`src/rtl/smi_frame_pkg.sv`:
```
// Shared opcodes, FSM state type and status-byte layout for the SMI frame controller.
package smi_frame_pkg;

  localparam logic [7:0] CMD_WRITE  = 8'h01;
  localparam logic [7:0] CMD_SWAP   = 8'h02;
  localparam logic [7:0] CMD_CLRERR = 8'h03;

  localparam logic [3:0] PROTO_VERSION = 4'h1;

  localparam int unsigned STAT_ERR_BIT  = 7;
  localparam int unsigned STAT_BANK_BIT = 6;
  localparam int unsigned STAT_BUSY_BIT = 5;
  // Fixed-one marker: an idle, error-free controller on bank 0 reads back 8'h11.
  localparam int unsigned STAT_MARK_BIT = 4;

  typedef enum logic [2:0] {
    StIdle,
    StAddrHi,
    StAddrLo,
    StLenHi,
    StLenLo,
    StData
  } state_e;

  function automatic logic [7:0] status_byte(input logic err, input logic bank,
                                             input logic busy);
    logic [7:0] s;
    s                = {4'h0, PROTO_VERSION};
    s[STAT_ERR_BIT]  = err;
    s[STAT_BANK_BIT] = bank;
    s[STAT_BUSY_BIT] = busy;
    s[STAT_MARK_BIT] = 1'b1;
    return s;
  endfunction

endpackage

```
`src/rtl/smi_frame_timeout.sv`:
```
// Loadable 16-bit idle counter; expired is high while running with the count at LIMIT.
module smi_frame_timeout #(
  parameter int unsigned LIMIT = 65535
) (
  input  logic clk,
  input  logic reset,
  input  logic load,
  input  logic run,
  output logic expired
);

  logic [15:0] count;

  assign expired = run && (count == 16'(LIMIT));

  always_ff @(posedge clk) begin
    if (reset || load) begin
      count <= 16'h0;
    end else if (run && !expired) begin
      count <= count + 16'h1;
    end
  end

endmodule

```
`src/rtl/smi_frame_ctrl.sv`:
```
// SMI packet parser driving double-buffered framebuffer writes and a status byte.
// Optional mid-packet timeout is built when SMI_FRAME_CTRL_TIMEOUT_EN is defined.
module smi_frame_ctrl #(
  parameter int unsigned DATA_WIDTH     = 8,
  parameter int unsigned ADDR_WIDTH     = 12,
  parameter int unsigned TIMEOUT_CYCLES = 65535
) (
  input  logic                  clk,
  input  logic                  reset,
  input  logic [DATA_WIDTH-1:0] rx_data,
  input  logic                  rx_valid,
  input  logic                  rd_req,
  output logic [DATA_WIDTH-1:0] tx_data,
  output logic [ADDR_WIDTH:0]   fb_waddr,
  output logic [DATA_WIDTH-1:0] fb_wdata,
  output logic                  fb_we,
  output logic                  front_bank,
  output logic                  frame_swap
);
  import smi_frame_pkg::*;

  state_e                state;
  logic [7:0]            addr_hi;
  logic [7:0]            len_hi;
  logic [15:0]           len;
  logic [ADDR_WIDTH-1:0] offset;
  logic                  err;
  logic                  timeout_hit;
  logic                  err_set;
  logic                  err_clr;
  logic [7:0]            rx_byte;

  assign rx_byte = rx_data[7:0];

`ifdef SMI_FRAME_CTRL_TIMEOUT_EN
  smi_frame_timeout #(
    .LIMIT(TIMEOUT_CYCLES)
  ) u_timeout (
    .clk    (clk),
    .reset  (reset),
    .load   (rx_valid || (state == StIdle)),
    .run    (state != StIdle),
    .expired(timeout_hit)
  );
`else
  assign timeout_hit = 1'b0;
`endif

  always_comb begin
    err_set = 1'b0;
    err_clr = rd_req;
    if (rx_valid && (state == StIdle)) begin
      if (rx_byte == CMD_CLRERR) begin
        err_clr = 1'b1;
      end else if ((rx_byte != CMD_WRITE) && (rx_byte != CMD_SWAP)) begin
        err_set = 1'b1;
      end
    end
    // An arriving byte restarts the idle counter, so it takes priority over expiry.
    if (timeout_hit && !rx_valid) begin
      err_set = 1'b1;
    end
  end

  always_ff @(posedge clk) begin
    if (reset) begin
      state      <= StIdle;
      addr_hi    <= 8'h0;
      len_hi     <= 8'h0;
      len        <= 16'h0;
      offset     <= '0;
      err        <= 1'b0;
      fb_we      <= 1'b0;
      fb_waddr   <= '0;
      fb_wdata   <= '0;
      front_bank <= 1'b0;
      frame_swap <= 1'b0;
      tx_data    <= '0;
    end else begin
      fb_we      <= 1'b0;
      frame_swap <= 1'b0;
      tx_data    <= DATA_WIDTH'(status_byte(err, front_bank, state != StIdle));

      if (err_set) begin
        err <= 1'b1;
      end else if (err_clr) begin
        err <= 1'b0;
      end

      if (rx_valid) begin
        unique case (state)
          StIdle: begin
            if (rx_byte == CMD_WRITE) begin
              state <= StAddrHi;
            end else if (rx_byte == CMD_SWAP) begin
              front_bank <= ~front_bank;
              frame_swap <= 1'b1;
            end
          end
          StAddrHi: begin
            addr_hi <= rx_byte;
            state   <= StAddrLo;
          end
          StAddrLo: begin
            offset <= ADDR_WIDTH'({addr_hi, rx_byte});
            state  <= StLenHi;
          end
          StLenHi: begin
            len_hi <= rx_byte;
            state  <= StLenLo;
          end
          StLenLo: begin
            len   <= {len_hi, rx_byte};
            state <= ({len_hi, rx_byte} != 16'h0) ? StData : StIdle;
          end
          StData: begin
            fb_we    <= 1'b1;
            fb_waddr <= {~front_bank, offset};
            fb_wdata <= rx_data;
            offset   <= offset + 1'b1;
            len      <= len - 16'h1;
            if (len == 16'h1) begin
              state <= StIdle;
            end
          end
          default: state <= StIdle;
        endcase
      end else if (timeout_hit) begin
        state <= StIdle;
      end
    end
  end

endmodule

```
`config.mk`:
```
export PLATFORM = sky130hd
export DESIGN_NAME = smi_frame_ctrl
export DESIGN_NICKNAME = d
export VERILOG_FILES = /design/src/rtl/smi_frame_pkg.sv /design/src/rtl/smi_frame_timeout.sv /design/src/rtl/smi_frame_ctrl.sv
export SDC_FILE = /design/constraint.sdc
export NUM_CORES = 1
export LEC_CHECK = 0
export ABC_AREA = 1
export CAP_MARGIN = 10
export CORE_MARGIN = 3
export CORE_UTILIZATION = 50
export DETAILED_ROUTE_END_ITERATION = 8
export PLACE_DENSITY = 0.78
export REMOVE_ABC_BUFFERS = 1
export SYNTH_ARGS = -nofsm -noshare
export SYNTH_HDL_FRONTEND = slang
export SYNTH_SLANG_ARGS = --single-unit
```
`constraint.sdc`:
```
create_clock -name clk -period 1.4 [get_ports clk]
set_input_delay 0.28 -clock clk [delete_from_list [all_inputs] [get_ports clk]]
set_output_delay 0.28 -clock clk [all_outputs]
set_load 0.02 [all_outputs]
```
Yosys cells after proc, flatten, opt, wreduce, memory -nomap -nowiden:

Cells that the tools add are included.

* register bits: 76
* word-level logic and storage cells: 65
* output and inout port bits: 32
* bits of input ports: 12

* equality and inequality tests: 13
* add/sub/neg operators: 2
* bitwise logic cells: 4
* reductions and logical operators: 17
* multiplexer cells: 16

Operator list (count)
* 16-bit case mux with 2 select lines: 1
* 12-bit case mux with 2 select lines: 1
* 3-bit case mux with 6 select lines: 1
* 16-bit by 1-bit == test with 1-bit output, second input constant: 1
* 8-bit by 2-bit == test with 1-bit output, second input constant: 2
* 16-bit nonzero test: 1
* 16-bit by 1-bit subtractor with 16-bit output, second input constant: 1
* 12-bit by 1-bit adder with 12-bit output, second input constant: 1
* 2-bit AND reduction: 5
* 1-bit 2-to-1 mux: 9
* 3-bit 2-to-1 mux: 3
* 8-bit by 1-bit == test with 1-bit output, second input constant: 1
* 8-bit by 1-bit != test with 1-bit output, second input constant: 1
* 8-bit by 2-bit != test with 1-bit output, second input constant: 1
* 3-bit by 2-bit == test with 1-bit output, second input constant: 2
* 3-bit == test, second input constant: 2
* 2-bit nonzero test: 3
* 5-bit 2-to-1 mux: 1
* 1-bit inverter: 4
* 4-bit AND reduction: 1
* 4-bit OR reduction: 1
* 3-bit by 1-bit == test with 1-bit output, second input constant: 1
* 3-bit logical NOT: 1
* 3-bit AND reduction: 1
* other kinds (5): 6

Logic depth before layout (Yosys ltp):

* depth in word-level cells: 6
* gate-level depth with buffers: 10
* gate-level depth less buffers: 10

Worst setup path after synthesis:

OpenSTA, ideal clock, no wires.

* path type: reg-to-reg
* start point: reg state[0]
* end point: reg len_hi[5]
* stages on the path, launching flop included: 8
* data required time: 1.281 ns
* library setup time: 0.119 ns
* slack: 0.067 ns
* path buffers: 2
* clock period less this slack: 1.333 ns
* arrival time: 1.213 ns
* cells stage by stage: dfxtp_1 -> inv_2 -> clkbuf_8 -> nor3_1 -> nand2_1 -> buf_6 -> o21ai_0 -> a21oi_1

* cells in the longest elaborated chain, start to end: 2

RTL lines
* start, declared: line smi_frame_ctrl.sv:22 `state_e state;`
* start signal, assigned: line smi_frame_ctrl.sv:67 `state <= StIdle;`
* start signal, assigned: line smi_frame_ctrl.sv:94 `state <= StAddrHi;`
* start signal, assigned: line smi_frame_ctrl.sv:102 `state <= StAddrLo;`
* 3-bit by 2-bit == test with 1-bit output: line smi_frame_ctrl.sv:91 `unique case (state)`
* 2-bit AND reduction (no source line)
* end signal, assigned: line smi_frame_ctrl.sv:109 `len_hi <= rx_byte;`
* end, declared: line smi_frame_ctrl.sv:24 `logic [7:0] len_hi;`

No other way between the ends.
A chain may end at the register's enable or synchronous reset.

Worst setup path in the final report:

* start point: reg state[1]
* end point: reg offset[8]

* cells in the longest elaborated chain, start to end: 3
* elaborated cells on any way between the ends: 5
* classes of those cells: eq/ne (2); mux (1); reduce/logical (2)

RTL lines
* 3-bit == test / 3-bit by 2-bit == test with 1-bit output (equally long branches): line smi_frame_ctrl.sv:91
* 2-bit nonzero test (no source line)
* 2-bit AND reduction (no source line)
* end signal, assigned: line smi_frame_ctrl.sv:105 `offset <= ADDR_WIDTH'({addr_hi, rx_byte});`
* end signal, assigned: line smi_frame_ctrl.sv:120 `offset <= offset + 1'b1;`
* end, declared: line smi_frame_ctrl.sv:26 `logic [ADDR_WIDTH-1:0] offset;`

Several ways; a longest one is shown, not always the timed one.

==> results.cfg <==
[status]
outcome = complete, but fails checks
violations = negative setup slack

[route]
num_vias = 4059
drcViolationCount = 0
wire_per_inst_microns = 16.1
viasPerCell = 5.56
drt_iter0_markers = 308
wirelength_mm = 11.8
first_pass_iters = 5
ant_nets = 0

[finish]
n_antenna_cell = 0
fillerInstances = 524
stdcell_area_sq_um = 4980
layout.nets = 644
syn2layout_area_growth_pct = 40.5
layout-drive-gt1-share_pct = 20.8
final_cell_count_no_fill = 730

[timing]
fin_crit_sh_pct = 102
period_minus_slack_ns = 1.43
fmax_mhz = 697
rsz0062_at_grt = true
final_hold_viol_count = 0
fin_worst_skew_ns = 0.00894
slew_violations = 0
setup_ws_ns = -0.0345
final-setup-viol-count = 3

[grt]
grt_usage_pct = 26.1
grt_max_degree = 27
antenna_found_initial = 0
overflow = 0
grt_pass1_vias = 3658
grt_pass1_wl_mm = 17.2

[setup_path]
path_class = reg -> reg
cp-start-kind = flop
worst-path-max-fanout = 8
crit_path_end_kind = flop
cp.required_ns = 1.64
worstPathArrival_ns = 1.68

[clocking]
clock_path_buffers = 2
clk_pin_slew_ns = 0.09
htreeDepth = 3
cts_root_buffer = clkbuf_8
clock_latency_ns = 0.36
cts.sinks = 72
numCtsBuffers = 9
cts_tree = yes

[placement]
place_inst = 700
dp_hpwl_mm = 7.26
port_buffers = 40
routabilityCongestion = 0.897
place_area_sq_um = 4390

[synthesis]
netlist.area_leader.share_pct = 40.7
synth_area_leaders = dfxtp_1 (41%), nand2_1 (14%), a21oi_1 (9.2%), nor2_1 (6.7%), o21ai_0 (6.6%)
synth-edff-count = 0
avgSynthCellArea_sq_um = 6.64
synth-async-reset-ratio_pct = 0
synth_top_cell_by_area = dfxtp_1
synthCells = 534
yosys_warnings = 0
synth-seq-cells = 72
ys_seq_area_share_pct = 40.7
ys_types = 28
yosysMostFrequentCell = nand2_1
synthTopCellsByCount = nand2_1 (135), dfxtp_1 (72), a21oi_1 (65)
synth.cell_area_sq_um = 3540
synthFlopType = dfxtp_1

[power_and_ir_drop]
p_leak_nw = 2.24
irDropWorstVdd_mv = 0.830
p_per_area_nw_per_um2 = 1340

[floorplan]
start_util_pct = 51.9
dieArea_sq_um = 8130
fp.coreArea_sq_um = 6830
num_rows = 30
io-pin-count = 44
die_y_microns = 90.2
die_x_microns = 90.2

[job]
drv_cap = 0

[min_path]
hp-class = reg -> reg
power by group:
part           switching (mW)  leakage (nW)  internal [mW]
Clock                   0.865         0.110           1.01
Sequential              0.163         0.585           2.24
Combinational            1.44          1.54          0.971
timing repair:
| action | CTS | global route |
|---|---|---|
| gates cloned | 1 | 5 |
| hold buffers | 0 | 0 |
| pin swaps | 4 | 11 |
| resized for setup | 38 | 73 |
| setup buffers | 3 | 5 |
| setup endpoints to repair | 37 | 64 |
critical path, cell delays in order, from the launching register on:
cell and delay, ns:
dfxtp_4 0.37, inv_4 0.08, nand2_4 0.05, nor2_4 0.18, nand2_8 0.14, nand2_8 0.14, inv_4 0.07, o21ai_2 0.18
a21oi_2 0.09
cells in the final DEF (no fill, tap or decap), types with 6 or more instances in the layout:
master,n
o21ai_1,16
nor2_1,50
nand4_1,6
o21ai_0,33
nor2_2,9
dlygate4sd2_1,27
nand2_1,130
a21oi_1,58
dfxtp_1,67
clkbuf_8,9
a21oi_2,7
nand3_1,29
buf_4,52
clkdlybuf4s50_1,11
inv_1,48
layer usage:
metal	vias to the layer above	GRT usage, %	wire, microns
li1	1913	-	-
met1	1854	30.9	4340
met2	226	45.9	5870
met3	66	5.27	997
met4	0	10.8	578
met5	-	0	0
metrics by stage:
step                      power (mW)  hold slack (ns)  worst slack, ns  setup TNS [ns]  utilization (%)
final                           6.68            0.464          -0.0345         -0.0660             72.9
after global placement          4.27            0.422           -0.341          -10.93             64.2
after detailed placement        4.32            0.432           -0.366          -12.35             64.2
after CTS                       6.23            0.444          0.00161               0             67.7
after global routing            6.99            0.488           -0.116           -1.64             72.9
after floorplan                 3.52            0.349           -0.235           -6.59                -
kinds of logic after synthesis:
kind of cell,count (synthesis),synth area share [%]
buf+inv,82,10.1
compound gates,124,18.0
other cells,1,0.106
flops,72,40.7
xor+xnor,4,0.989
simple gates,248,29.0
fa+ha+maj,3,1.06
flip-flops by register name (all words and copies together), names as in the netlist:
signal	count
addr_hi	4
len_hi	8
fb_wdata	8
tx_data	4
offset	12
front_bank	1
fb_waddr	13
frame_swap	1
fb_we	1
len	16
state	3
err	1
worst paths after layout:
kind | endpoint | from | cells past startpoint | slack [ns]
worst min register to register | tx_data[7]$_SDFF_PP0_ | err$_SDFFE_PP0P_ | 2 | 0.46
worst max register to register | offset[8]$_SDFFE_PP0P_ | state[1]$_SDFFE_PP0P_ | 8 | -0.03
worst max-delay path | offset[8]$_SDFFE_PP0P_ | state[1]$_SDFFE_PP0P_ | 8 | -0.03
worst min-delay path | tx_data[7]$_SDFF_PP0_ | err$_SDFFE_PP0P_ | 2 | 0.46
cell type report:
class	instances	area (sq um)	share of cell area [%]
repair inverters	1	5.00	0.101
flip-flops and latches	72	1450	29.2
multi-input cells	383	1940	39.0
inverters	57	235	4.72
repair buffers	105	1010	20.2
clock inverters	7	95.1	1.91
well taps	96	120	2.41
clock buffers	9	124	2.49
Note: power is estimated with default switching activity, not from simulation.
